File: config.mk
export PLATFORM = sky130hd
export DESIGN_NAME = wf68k30l_dr_writeback_ctrl
export DESIGN_NICKNAME = d
export VERILOG_FILES = /design/src/rtl/wf68k30l_dr_writeback_ctrl.sv
export SDC_FILE = /design/constraint.sdc
export NUM_CORES = 1
export LEC_CHECK = 0
export ABC_CLOCK_PERIOD_IN_PS = 2300
export CELL_PAD_IN_SITES_DETAIL_PLACEMENT = 1
export CELL_PAD_IN_SITES_GLOBAL_PLACEMENT = 1
export CORE_ASPECT_RATIO = 1.5
export CORE_UTILIZATION = 31
export DETAILED_ROUTE_END_ITERATION = 12
export MAX_ROUTING_LAYER = met4
export PLACE_DENSITY_LB_ADDON = 0.1
export RECOVER_POWER = 50
export SLEW_MARGIN = 20
export SYNTH_ARGS = -nofsm -noshare
export SYNTH_HDL_FRONTEND = slang
export SYNTH_SLANG_ARGS = --single-unit
File: constraint.sdc
create_clock -name CLK -period 2.3 [get_ports CLK]
set_input_delay 0.23 -clock CLK [delete_from_list [all_inputs] [get_ports CLK]]
set_output_delay 0.23 -clock CLK [all_outputs]
set_load 0.005 [all_outputs]
File: src/rtl/wf68k30l_dr_writeback_ctrl.sv
// -----------------------------------------------------------------------------
// wf68k30l_dr_writeback_ctrl
//
// Writeback sequencer on the write side of the data register file.
//
// The block handles one outstanding writeback at a time:
//   1. It accepts an op from the control unit.
//   2. It marks the destination register(s) as in use in the register file.
//   3. It waits for the execution result.
//   4. It drives the write strobes for exactly one cycle.
//   5. It issues UNMARK for one cycle, then returns to IDLE.
//
// Ports
//   CLK, RESET_N        clock, asynchronous active-low reset
//   ISSUE_*             op handshake from the control unit
//                       (destination registers, pair flag, operand size)
//   RES_*               result handshake from the execution unit
//   FLUSH               abandon the outstanding op (exception)
//   DR_IN_USE           register-file hazard flag; blocks a new issue
//   DR_MARK_USED, DR_SEL_WR_1/2, USE_DPAIR
//                       mark request to the register file
//   DR_WR_1/2, DR_IN_1/2, OP_SIZE
//                       write port to the register file
//   UNMARK              clears the register-file marks
//   BUSY                sequencer is not in IDLE
//   WB_TIMEOUT          one-cycle pulse when an op is abandoned by timeout
//
// The operand size encoding is shared through wf68k30l_dr_wb_pkg.
// -----------------------------------------------------------------------------
package wf68k30l_dr_wb_pkg;
  typedef enum logic [1:0] {
    LONG = 2'b00,
    WORD = 2'b01,
    BYTE = 2'b10
  } op_size_t;
endpackage

module wf68k30l_dr_writeback_ctrl
  import wf68k30l_dr_wb_pkg::*;
#(
  // WAIT_RES cycles without a result before the op is abandoned (>= 2).
  parameter int unsigned TIMEOUT = 64
) (
  input  logic        CLK,
  input  logic        RESET_N,
  input  logic        ISSUE_VALID,
  output logic        ISSUE_READY,
  input  logic [2:0]  ISSUE_DST_1,
  input  logic [2:0]  ISSUE_DST_2,
  input  logic        ISSUE_PAIR,
  input  logic [1:0]  ISSUE_SIZE,
  input  logic        RES_VALID,
  output logic        RES_READY,
  input  logic [31:0] RES_DATA_1,
  input  logic [31:0] RES_DATA_2,
  input  logic        FLUSH,
  input  logic        DR_IN_USE,
  output logic        DR_MARK_USED,
  output logic [2:0]  DR_SEL_WR_1,
  output logic [2:0]  DR_SEL_WR_2,
  output logic        USE_DPAIR,
  output logic        DR_WR_1,
  output logic        DR_WR_2,
  output logic [31:0] DR_IN_1,
  output logic [31:0] DR_IN_2,
  output logic [1:0]  OP_SIZE,
  output logic        UNMARK,
  output logic        BUSY,
  output logic        WB_TIMEOUT
);

  localparam int unsigned CW = $clog2(TIMEOUT);
  localparam logic [CW-1:0] LAST_CNT = CW'(TIMEOUT - 1);

  typedef enum logic [1:0] {
    IDLE,
    WAIT_RES,
    WRITE,
    RELEASE
  } state_t;

  state_t          state;
  logic [2:0]      dst1_q;
  logic [2:0]      dst2_q;
  logic            pair_q;
  op_size_t        size_q;
  logic [31:0]     data1_q;
  logic [31:0]     data2_q;
  logic [CW-1:0]   cnt;

  logic accept;

  // ISSUE_READY is gated by RESET_N so that it reads 0 while reset is
  // asserted, not only after the first clock edge.
  assign ISSUE_READY = RESET_N && (state == IDLE) && !DR_IN_USE;
  assign accept      = ISSUE_VALID && ISSUE_READY;

  // The mark request is combinational. The register file latches the
  // select lines on the same edge that moves this block into WAIT_RES.
  assign DR_MARK_USED = accept;
  assign USE_DPAIR    = accept && ISSUE_PAIR;
  assign DR_SEL_WR_1  = accept ? ISSUE_DST_1 : dst1_q;
  assign DR_SEL_WR_2  = accept ? ISSUE_DST_2 : dst2_q;

  // FLUSH outranks a result. A timeout pulse is raised only when neither
  // a flush nor a result arrives in the final allowed WAIT_RES cycle.
  assign RES_READY  = (state == WAIT_RES);
  assign WB_TIMEOUT = RES_READY && !FLUSH && !RES_VALID && (cnt == LAST_CNT);

  // Write port outputs. The data registers only load on result capture,
  // so DR_IN_1/2 keep their last values outside WRITE.
  assign DR_WR_1 = (state == WRITE);
  assign DR_WR_2 = (state == WRITE) && pair_q;
  assign DR_IN_1 = data1_q;
  assign DR_IN_2 = data2_q;
  assign OP_SIZE = size_q;
  assign UNMARK  = (state == RELEASE);
  assign BUSY    = (state != IDLE);

  // NOTE: state and datapath registers use non-blocking assignments so
  // that every register samples values from before the clock edge.
  // NOTE: the datapath registers are reset along with the state because
  // they drive outputs directly, and every output must read zero in reset.
  always_ff @(posedge CLK or negedge RESET_N) begin
    if (!RESET_N) begin
      state   <= IDLE;
      dst1_q  <= '0;
      dst2_q  <= '0;
      pair_q  <= 1'b0;
      size_q  <= LONG;
      data1_q <= '0;
      data2_q <= '0;
      cnt     <= '0;
    end else begin
      case (state)
        IDLE: begin
          if (accept) begin
            dst1_q <= ISSUE_DST_1;
            dst2_q <= ISSUE_DST_2;
            pair_q <= ISSUE_PAIR;
            size_q <= op_size_t'(ISSUE_SIZE);
            cnt    <= '0;
            state  <= WAIT_RES;
          end
        end
        WAIT_RES: begin
          cnt <= cnt + CW'(1);
          if (FLUSH) begin
            state <= RELEASE;
          end else if (RES_VALID) begin
            data1_q <= RES_DATA_1;
            data2_q <= RES_DATA_2;
            state   <= WRITE;
          end else if (cnt == LAST_CNT) begin
            state <= RELEASE;
          end
        end
        // A write that has started always completes; FLUSH is ignored here.
        WRITE:   state <= RELEASE;
        RELEASE: state <= IDLE;
        default: state <= IDLE;
      endcase
    end
  end

endmodule

==> results <==
where the power goes:
group | internal (mW) | switching [mW]
clock network | 0.774 | 0.543
logic | 2.00 | 0.980
registers | 2.13 | 0.350
worst min-delay path, cell delays in order:
cell and delay [ns]:
clkdlybuf4s50_1 0.41, nand2_1 0.06, nand2_1 0.04
state kept, by name (all words and copies together) (netlist names):
| name | count |
|---|---|
| dst2_q | 3 |
| pair_q | 1 |
| cnt | 6 |
| dst1_q | 3 |
| OP_SIZE | 2 |
| DR_IN_2 | 32 |
| state | 2 |
| DR_IN_1 | 32 |
final cells by class:
type	instances	share of cell area (%)
sequential	81	37.11
tap	144	3.299
timing repair buffer	174	31.78
timing repair inverter	1	0.1375
clock inverter	3	0.3207
inverter	6	0.4582
clock buffer	11	4.628
multi-input combinational	138	22.27
per-stage QoR:
| step | TNS (ns) | instance area, um^2 | total power [mW] | cells |
|---|---|---|---|---|
| 6_report | 0 | 5461 | 6.776 | 558 |
| 5_1_grt | -0.02911 | 5461 | 7.205 | 558 |
| 4_1_cts | 0 | 5423 | 6.866 | 554 |
| 3_5_place_dp | 0 | 5090 | 5.452 | 534 |
| 3_3_place_gp | 0 | 5090 | 5.337 | 534 |
| 2_1_floorplan | 0 | 3334 | 3.608 | 234 |
cell usage in the layout, fill, tap and decap left out, types with 3 or more instances in the layout:
cell             instances
a21oi_1                  3
buf_4                   11
clkbuf_16                9
clkdlybuf4s50_1        155
dfrtp_1                 81
ha_1                     5
inv_2                    3
mux2_1                   6
mux2_2                  58
nand2_1                 36
cells by family after synthesis:
family | synth area share (%)
AO/OA/AOI/OAI | 3.865
flip-flops | 60.79
adder cells (fa/ha/maj) | 2.251
AND/OR/NAND/NOR | 7.842
multiplexers | 22.06
buffers and inverters | 3.189
final timing paths:
kind / depth (start not counted) / end
max reg2reg: 8 / state[1]
min in group asynchronous: 2 / DR_IN_2[23]
min reg2reg: 2 / dst2_q[2]
max in group asynchronous: 2 / DR_IN_2[24]
max: 8 / DR_SEL_WR_1[0]
min: 3 / OP_SIZE[0]
synthesized netlist by cell type:
| cell | n |
|---|---|
| nor3b_1 | 1 |
| inv_1 | 5 |
| nand2_1 | 36 |
| nand3_4 | 1 |
| a21oi_1 | 3 |
| a31o_2 | 1 |
| o41ai_4 | 1 |
| and3_1 | 2 |
| buf_2 | 1 |
| a211o_1 | 1 |
| nor3_1 | 1 |
| inv_2 | 1 |
| nand3_1 | 2 |
| buf_4 | 1 |
| nor2_1 | 1 |
| a21oi_2 | 1 |
| buf_6 | 6 |
| o21ai_0 | 2 |
| nor4b_1 | 2 |
| clkbuf_1 | 1 |
| o22ai_1 | 1 |
| and2_1 | 2 |
| o211ai_1 | 1 |
| mux2_4 | 1 |
| a32oi_1 | 1 |
| a21o_1 | 1 |
| nand4b_1 | 2 |
| mux2_2 | 58 |
| and3_4 | 2 |
| ha_1 | 6 |
| a32o_1 | 1 |
| mux2_1 | 6 |
| dfrtp_1 | 81 |
| a22o_2 | 1 |
layer usage:
metal / part of all wire, % / global-route usage, % / wire, um
met5: 0 / - / 0
met2: 53 / 29.46 / 4736
met4: 1.3 / 5.882 / 112
met1: 39 / 17.76 / 3437
met3: 6.8 / 4.904 / 606
what timing repair did:
item,CTS,global route
setup endpoints to repair,9,7
gates resized for setup,9,4
buffers inserted,5,4
gates cloned,1,0
pin swaps,1,0
==> metrics.txt <==
routed wire length=8.892 mm; timing-limited maximum frequency=451.0 MHz; area growth from synthesis to layout=63.79%; transition at the pin with the smallest max-transition slack=2.034 ns; worst setup path startpoint=state[0]; cts hold-fix bufs=0; post-CTS clock slew at the launch and capture registers of the worst setup and hold paths=0.06 ns; number of global-route vias before repair=2652; Clock Skews=0.006433 ns; Reg area=0.002027 mm^2; diode count=0; core region area=0.01053 mm^2; netlist area before placement=0.003334 mm^2; type of the worst setup path=reg2out; total clock sinks=81; number of synthesis warnings=0; number of buffers inserted by port buffering=159; final cell utilization of the core=51.85%; worst-skew pair later-pin latency=0.33 ns; final-report hold violation count=0; deepest clock path buffer count=2; count of antenna-violating nets left after detailed routing=0; syn avg cell area=14.25 um^2; part of the Yosys area used for sequential elements=60.79%; post-synth top area share=60.79%; number of levels in the clock H-tree=3; critical path launch point type=flip-flop; NumNets Final=496; initial detailed-routing violation count=23; launch point of the worst hold path=ISSUE_SIZE[0]; Site Rows=46; outcome=finished with violations; final critical delay including setup and external delays=2.217 ns; CP endpoint kind=primary output; synthesized netlist net count=319; worst hold slack after final layout=0.4468 ns; global-route usage over all layers=16.75%; Crit Path Max Fanout=11; maximum number of pins on one net before global-route repair=82; Final GP Congestion=0.6832; Die Width=86.68 um; critical path cell sequence=inv_2 -> ha_4 -> nand4b_1 -> buf_6 -> buf_6 -> nand2_1 -> nand2_1 -> clkdlybuf4s50_1; Peak VDD IR=0.0005775 V; top area cells in the synthesized netlist=dfrtp_1 (61%), mux2_2 (20%), nand2_1 (4.1%), ha_1 (2.3%), buf_6 (2.0%); R2R setup slack=0.39 ns; Data required, critical path=2.07 ns; max-slew headroom at the worst pin=-35.62%; detailed placer's ending HPWL=6.388 mm; violated checks=max-capacitance violations, max-slew violations; Post-Place Worst Slack=0.1111 ns; effective utilization at floorplan=31.66%; Critical Path Slowest Stage Cell=clkdlybuf4s50_1; launch point of the worst reg-to-reg path=state[0]; layout cells sized above 1=24.88%; number of distinct library cells after synthesis=34; Critical path buffers and inverters=4; CP peak stage delay=0.49 ns; length of the first detailed-routing pass in iterations=4; total I/O pin count=160; max_cap viols=1; die footprint=0.01118 mm^2; total congestion overflow after global routing=0; signal arrival time at the worst endpoint=1.99 ns; vias per std cell=4.489; pwr dens=1241 mW/mm^2; number of antenna violations at the first check in global routing=0; post-route clock period utilization=96.40%; post-DR wirelength/cell=15.94 um; via count=2505; first-pass GRT wire length=13.61 mm; layout filler cell count=1101; CTS Root Cell=clkbuf_16; worst min-delay path class=in2reg; area leader, netlist=dfrtp_1; number of setup violations in the final report=0; Syn Inst Count=234; number of flip-flops and latches in the synthesized netlist=81; count of pins over their slew limit=82; leak pwr=2.418 nW; cell family contributing the most delay on the critical path=buffers and inverters; number of CTS-inserted buffers=9; clock tree from TritonCTS=built; Final WS setup=0.08280 ns; area of combinational cells with multiple inputs=0.001216 mm^2; number of remaining DRC errors=0; die extent in y=129.0 um
Power figures use the tool's default switching activity.
